[config.mk]
export PLATFORM = sky130hd
export DESIGN_NAME = alu_regfile_pipe
export DESIGN_NICKNAME = d
export VERILOG_FILES = /design/src/rtl/alu_pkg.sv /design/src/rtl/alu_nbit_core.sv /design/src/rtl/alu_regfile_pipe.sv
export SDC_FILE = /design/constraint.sdc
export NUM_CORES = 1
export LEC_CHECK = 0
export CAP_MARGIN = 20
export CORE_AREA = 3 3 215 112
export CTS_BUF_LIST = sky130_fd_sc_hd__clkbuf_16
export DETAILED_ROUTE_END_ITERATION = 10
export DIE_AREA = 0 0 218 115
export PLACE_DENSITY = 0.79
export SYNTH_ARGS = -nofsm -noshare
export SYNTH_HDL_FRONTEND = slang
export SYNTH_SLANG_ARGS = --single-unit
[constraint.sdc]
create_clock -name clock -period 13.7 [get_ports clock]
set_input_delay 1.37 -clock clock [delete_from_list [all_inputs] [get_ports clock]]
set_output_delay 1.37 -clock clock [all_outputs]
set_load 0.02 [all_outputs]
[src/rtl/alu_pkg.sv]
// alu_pkg: opcodes, flag bit positions and legality check shared by the ALU datapath.
package alu_pkg;
    localparam logic [4:0] OP_MOVA = 5'd0;
    localparam logic [4:0] OP_INC  = 5'd1;
    localparam logic [4:0] OP_ADD  = 5'd2;
    localparam logic [4:0] OP_ADDC = 5'd3;
    localparam logic [4:0] OP_SUB  = 5'd4;
    localparam logic [4:0] OP_SUBB = 5'd5;
    localparam logic [4:0] OP_DEC  = 5'd6;
    localparam logic [4:0] OP_NEG  = 5'd7;
    localparam logic [4:0] OP_AND  = 5'd8;
    localparam logic [4:0] OP_OR   = 5'd9;
    localparam logic [4:0] OP_XOR  = 5'd10;
    localparam logic [4:0] OP_NOTA = 5'd11;
    localparam logic [4:0] OP_SHL  = 5'd12;
    localparam logic [4:0] OP_SHR  = 5'd13;
    localparam logic [4:0] OP_ASR  = 5'd14;
    localparam logic [4:0] OP_MOVB = 5'd15;
    localparam int FLAG_Z = 0;
    localparam int FLAG_N = 1;
    localparam int FLAG_C = 2;
    localparam int FLAG_V = 3;
    function automatic logic is_legal(input logic [4:0] s);
        return !s[4];
    endfunction
endpackage

[src/rtl/alu_nbit_core.sv]
// alu_nbit_core: combinational WIDTH-bit ALU producing result, V/C/N/Z and legality.
module alu_nbit_core
    import alu_pkg::*;
#(
    parameter int WIDTH = 16
) (
    input  logic [4:0]       s,
    input  logic [WIDTH-1:0] a,
    input  logic [WIDTH-1:0] b,
    input  logic             cin,
    output logic [WIDTH-1:0] f,
    output logic             v,
    output logic             c,
    output logic             n,
    output logic             z,
    output logic             legal
);
    logic [WIDTH-1:0] x;
    logic [WIDTH-1:0] y;
    logic             ci;
    logic [WIDTH:0]   sum;

    // Every arithmetic op is one adder pass: subtraction is x + ~y + 1, DEC adds all-ones.
    always_comb begin
        x = a;
        y = '0;
        ci = 1'b0;
        case (s)
            OP_INC:  ci = 1'b1;
            OP_ADD:  y = b;
            OP_ADDC: begin y = b; ci = cin; end
            OP_SUB:  begin y = ~b; ci = 1'b1; end
            OP_SUBB: begin y = ~b; ci = cin; end
            OP_DEC:  y = '1;
            OP_NEG:  begin x = '0; y = ~a; ci = 1'b1; end
            default: ;
        endcase
        sum = {1'b0, x} + {1'b0, y} + {{WIDTH{1'b0}}, ci};
        f = '0;
        c = 1'b0;
        v = 1'b0;
        case (s)
            OP_MOVA: f = a;
            OP_INC, OP_ADD, OP_ADDC, OP_SUB, OP_SUBB, OP_DEC, OP_NEG: begin
                f = sum[WIDTH-1:0];
                c = sum[WIDTH];
                v = (x[WIDTH-1] == y[WIDTH-1]) && (sum[WIDTH-1] != x[WIDTH-1]);
            end
            OP_AND:  f = a & b;
            OP_OR:   f = a | b;
            OP_XOR:  f = a ^ b;
            OP_NOTA: f = ~a;
            OP_SHL:  begin f = {a[WIDTH-2:0], 1'b0}; c = a[WIDTH-1]; end
            OP_SHR:  begin f = {1'b0, a[WIDTH-1:1]}; c = a[0]; end
            OP_ASR:  begin f = {a[WIDTH-1], a[WIDTH-1:1]}; c = a[0]; end
            OP_MOVB: f = b;
            default: f = '0;
        endcase
        n = f[WIDTH-1];
        z = (f == '0);
        legal = is_legal(s);
    end
endmodule

[src/rtl/alu_regfile_pipe.sv]
// alu_regfile_pipe: register file + ALU in a two-stage EX/OUT pipeline with forwarding,
// sticky flags, output backpressure and a registered debug read port.
module alu_regfile_pipe
    import alu_pkg::*;
#(
    parameter int WIDTH = 16,
    parameter int NREG = 8,
    localparam int AW = $clog2(NREG)
) (
    input  logic             clock,
    input  logic             reset,
    input  logic             op_valid,
    output logic             op_ready,
    input  logic [4:0]       op_s,
    input  logic [AW-1:0]    op_da,
    input  logic [AW-1:0]    op_aa,
    input  logic [AW-1:0]    op_ba,
    input  logic             op_wr,
    input  logic             op_imm_en,
    input  logic [WIDTH-1:0] op_imm,
    output logic             res_valid,
    input  logic             res_ready,
    output logic [WIDTH-1:0] res_data,
    output logic             res_illeg,
    output logic             flag_v,
    output logic             flag_c,
    output logic             flag_n,
    output logic             flag_z,
    input  logic [AW-1:0]    dbg_addr,
    output logic [WIDTH-1:0] dbg_data
);
    logic [WIDTH-1:0] regs [NREG];
    logic             ex_valid;
    logic [4:0]       ex_s;
    logic [AW-1:0]    ex_da;
    logic             ex_wr;
    logic [WIDTH-1:0] ex_a;
    logic [WIDTH-1:0] ex_b;
    logic [3:0]       flags;
    logic [WIDTH-1:0] f;
    logic             v, c, n, z, legal;
    logic             retire, accept, hit;
    logic [WIDTH-1:0] fwd_a, fwd_b;

    // Flags only change on retire and ops retire in order, so the live C flag at the
    // retire edge is exactly the carry produced by the preceding op.
    alu_nbit_core #(.WIDTH(WIDTH)) u_core (
        .s(ex_s), .a(ex_a), .b(ex_b), .cin(flags[FLAG_C]),
        .f(f), .v(v), .c(c), .n(n), .z(z), .legal(legal)
    );

    assign retire = ex_valid && (!res_valid || res_ready);
    assign op_ready = !ex_valid || retire;
    assign accept = op_valid && op_ready;
    assign hit = retire && ex_wr && legal;
    assign fwd_a = (hit && ex_da == op_aa) ? f : regs[op_aa];
    assign fwd_b = op_imm_en ? op_imm : (hit && ex_da == op_ba) ? f : regs[op_ba];
    assign {flag_v, flag_c, flag_n, flag_z} = {flags[FLAG_V], flags[FLAG_C], flags[FLAG_N], flags[FLAG_Z]};

    always_ff @(posedge clock) begin
        if (reset) begin
            for (int i = 0; i < NREG; i++) regs[i] <= '0;
            flags <= '0;
            ex_valid <= 1'b0;
            res_valid <= 1'b0;
            res_data <= '0;
            res_illeg <= 1'b0;
            dbg_data <= '0;
        end else begin
            if (accept) begin
                ex_valid <= 1'b1;
                ex_s <= op_s;
                ex_da <= op_da;
                ex_wr <= op_wr;
                ex_a <= fwd_a;
                ex_b <= fwd_b;
            end else if (retire) begin
                ex_valid <= 1'b0;
            end
            if (retire) begin
                res_valid <= 1'b1;
                res_data <= f;
                res_illeg <= !legal;
                if (ex_wr && legal) regs[ex_da] <= f;
                if (legal) begin
                    flags[FLAG_V] <= v;
                    flags[FLAG_C] <= c;
                    flags[FLAG_N] <= n;
                    flags[FLAG_Z] <= z;
                end
            end else if (res_ready) begin
                res_valid <= 1'b0;
            end
            dbg_data <= regs[dbg_addr];
        end
    end
endmodule

==> flow_summary.yaml <==
floorplan:
  placementRows: 39
  start_util_pct: 59.39
  core-area_um2: 22450
  io_pins: 78
  die_area_um2: 25070
  die_w_um: 218
  die_h_um: 115
setup_path:
  path_buf_inv: 1
  critPathKind: "reg2reg"
  path_max_fanout: 24
  crit_path_start_kind: "flip-flop"
  cp_cell_sequence: "buf_4 -> and2_1 -> and3_1 -> nor2_1 -> fa_1 -> fa_1 -> a211oi_1 -> nor2_1 -> o211a_1 -> o41ai_1 -> o21a_1 -> nand2b_1 -> o311a_1 -> a211oi_1 -> a21o_1"
  max_stage_delay_ps: 680
  crit_family: "compound AO/OA/AOI/OAI gates"
  worstSetupEndpointType: "flip-flop"
  crit_arrival_ps: 5760
  cpMaxStageDelayCell: "and3_1"
  crit_required_ps: 13970
synth:
  synth.distinct_cells: 74
  ys_warn_count: 0
  synth_area_um2: 13330
  avgSynthCellArea_um2: 11.06
  async_flop_share_pct: 0
  syn_nets: 1293
  synth.ff_latch_count: 208
  ys.flop_type: "edfxtp_1"
  synth-seq-area-share_pct: 43.92
  synth_edf_count: 169
  netlist_instances: 1205
final_layout:
  fin_area_um2: 15040
  syn_to_final_growth_pct: 12.80
  drive_gt1_share_pct: 17.19
  final_nets: 1327
timing:
  fmax_ghz: 0.1823
  period_minus_slack_ps: 5487
  period_share_pct: 40.05
  slew_violations: 0
  setup_viol: 0
  skew_ps: 17.53
  hold_violations: 0
  tightestPinTransition_ps: 1206
  hold-worst-slack_ps: 511.2
  setup_tns_ps: 0
  rsz0062_at_grt: "false"
  slew_headroom_pct: 19.27
clock_network:
  cts.repair.resized: 0
  cts-root-buf: "clkbuf_16"
  post_cts.repair.setup_buffers: 0
  ctsHtreeMaxLevel: 1
  clock_path_buffers: 3
  numCtsBuffers: 19
  numClockSinks: 208
  clkLatencyLatePin_ps: 510
  clkTransAtPathRegs_ps: 70
  cts_tree: "yes"
  hold_buffers: 0
power:
  intPower_w: 0.001159
  cellPowerDensity_nw_per_um2: 106.6
  clkPwrFrac_pct: 36.5
  pwr-share-comb_pct: 17.2
  p_sw_share_pct: 27.70
  p_seq_share_pct: 46.3
  p_sw_w: 0.0004441
  p_leak_nw: 5.552
  power_w: 0.001603
  vdd_drop_max_v: 0.00009756
route:
  drt_iter0_markers: 1963
  vias: 11191
  dr.pass1.iters: 6
  wirelength_um: 44020
  avgViaCountPerCell: 7.178
  drc_errors: 0
  avgRoutedWirePerCell_um: 28.23
  ant_nets: 0
global_routing:
  grt_max_degree: 42
  grt_usage_pct: 35.52
  overflow: 0
  antenna_found_initial: 2
  grt_pass1_wl_um: 65990
  grt_pass1_vias: 10605
status:
  status: "completed"
min_path:
  worst_hold_path_type: "reg2reg"
placement:
  dpl.hpwl_um: 30560
  placed_cell_area_um2: 14370
  place.gp.congestion: 1.047
  portBuffers: 77
flow_run:
  drv_cap: 0
## Yosys cell counts, types with 15 or more instances
master / count / area, um2
nor2_1: 219 / 822.0
edfxtp_1: 169 / 5075
mux4_2: 96 / 2162
nand2_1: 92 / 345.3
clkbuf_1: 75 / 281.5
o21ai_0: 50 / 250.2
ha_1: 47 / 588.1
dfxtp_1: 39 / 780.8
inv_1: 36 / 135.1
a21oi_1: 35 / 175.2
mux2i_1: 32 / 320.3
mux2_2: 29 / 326.6
a211oi_1: 26 / 195.2
nand3_1: 18 / 90.09
nand2b_1: 17 / 106.4
nor3_1: 15 / 75.07
o21ai_1: 15 / 75.07
## metal layers
| metal | global-route usage [%] | vias to the layer above | part of all wire, % |
|---|---|---|---|
| li1 | - | 4588 | - |
| met1 | 54.01 | 5425 | 39 |
| met2 | 48.72 | 1067 | 40 |
| met3 | 13.34 | 107 | 18 |
| met4 | 7.248 | 4 | 2.3 |
| met5 | 1.667 | - | 0.16 |
## tightest hold or removal path, delay by kind of cell (launching register included)
family,cells,cell delay (ps)
and+or+nand+nor,1,100
AOI/OAI and AO/OA,1,50
DFF,1,320
## power by group through the flow
| stage | clock [W] | combinational, W | sequential [W] |
|---|---|---|---|
| 4_1_cts | 0.000582 | 0.000268 | 0.000741 |
| 3_3_place_gp | 0 | 0.000260 | 0.000752 |
| 2_1_floorplan | 0 | 0.000167 | 0.000750 |
| 3_5_place_dp | 0 | 0.000265 | 0.000754 |
| 5_1_grt | 0.000607 | 0.000291 | 0.000745 |
| 6_report | 0.000585 | 0.000275 | 0.000743 |
## sequential cells by signal, summed over array words and instances (netlist names)
signal	flops
dbg_data	16
ex_a	16
ex_b	16
ex_da	3
ex_s	5
ex_valid	1
ex_wr	1
flags	4
regs	128
res_data	16
res_illeg	1
res_valid	1
## metrics by stage
stage | worst slack (ps) | util [%] | std cells
5_1_grt | 7842 | 66.98 | 1558
6_report | 8213 | 67.00 | 1559
4_1_cts | 8305 | 66.92 | 1557
3_5_place_dp | 8338 | 64.01 | 1524
2_1_floorplan | 9267 | - | 1205
3_3_place_gp | 8415 | 63.89 | 1523
## cells in the final DEF (no fill, tap or decap), drive strengths merged, types with 8 or more instances in the layout
cell,n
clkdlybuf4s50,73
mux4,96
nand2,92
nand3b,9
ha,47
nor3,16
a211oi,27
dfxtp,39
nor2,219
xor2,8
o221ai,10
inv,40
edfxtp,169
buf,43
nand3,18
and2,8
a21oi,35
mux2,29
and3,8
nand2b,17
clkbuf,19
o21ai,65
mux2i,32
## worst paths after layout
kind	end	start	cells past startpoint	slack, ps
max	ex_b[14]	ex_s[1]	15	8210
min	res_data[13]	res_data[13]	2	510
max reg2reg	ex_b[14]	ex_s[1]	15	8210
min reg2reg	res_data[13]	res_data[13]	2	510
## area by class of cell
cell class / count / area (um2)
Multi-Input combinational cell: 857 / 6934
Sequential cell: 208 / 5856
Antenna cell: 1 / 2.502
Inverter: 37 / 138.9
Tap cell: 307 / 384.1
Timing Repair Buffer: 116 / 1071
Clock inverter: 14 / 176.4
Clock buffer: 19 / 475.5
Fill cell: 1689 / 7408
## kinds of logic after synthesis
group / Yosys count / share of synthesized area, %
xor gates and xnor gates: 13 / 0.8541
buffers and inverters: 140 / 4.158
and+or+nand+nor: 426 / 14.41
AOI/OAI and AO/OA: 212 / 10.88
adders and majority gates: 49 / 4.711
muxes: 157 / 21.07
DFF: 208 / 43.92
Power figures use the tool's default switching activity.
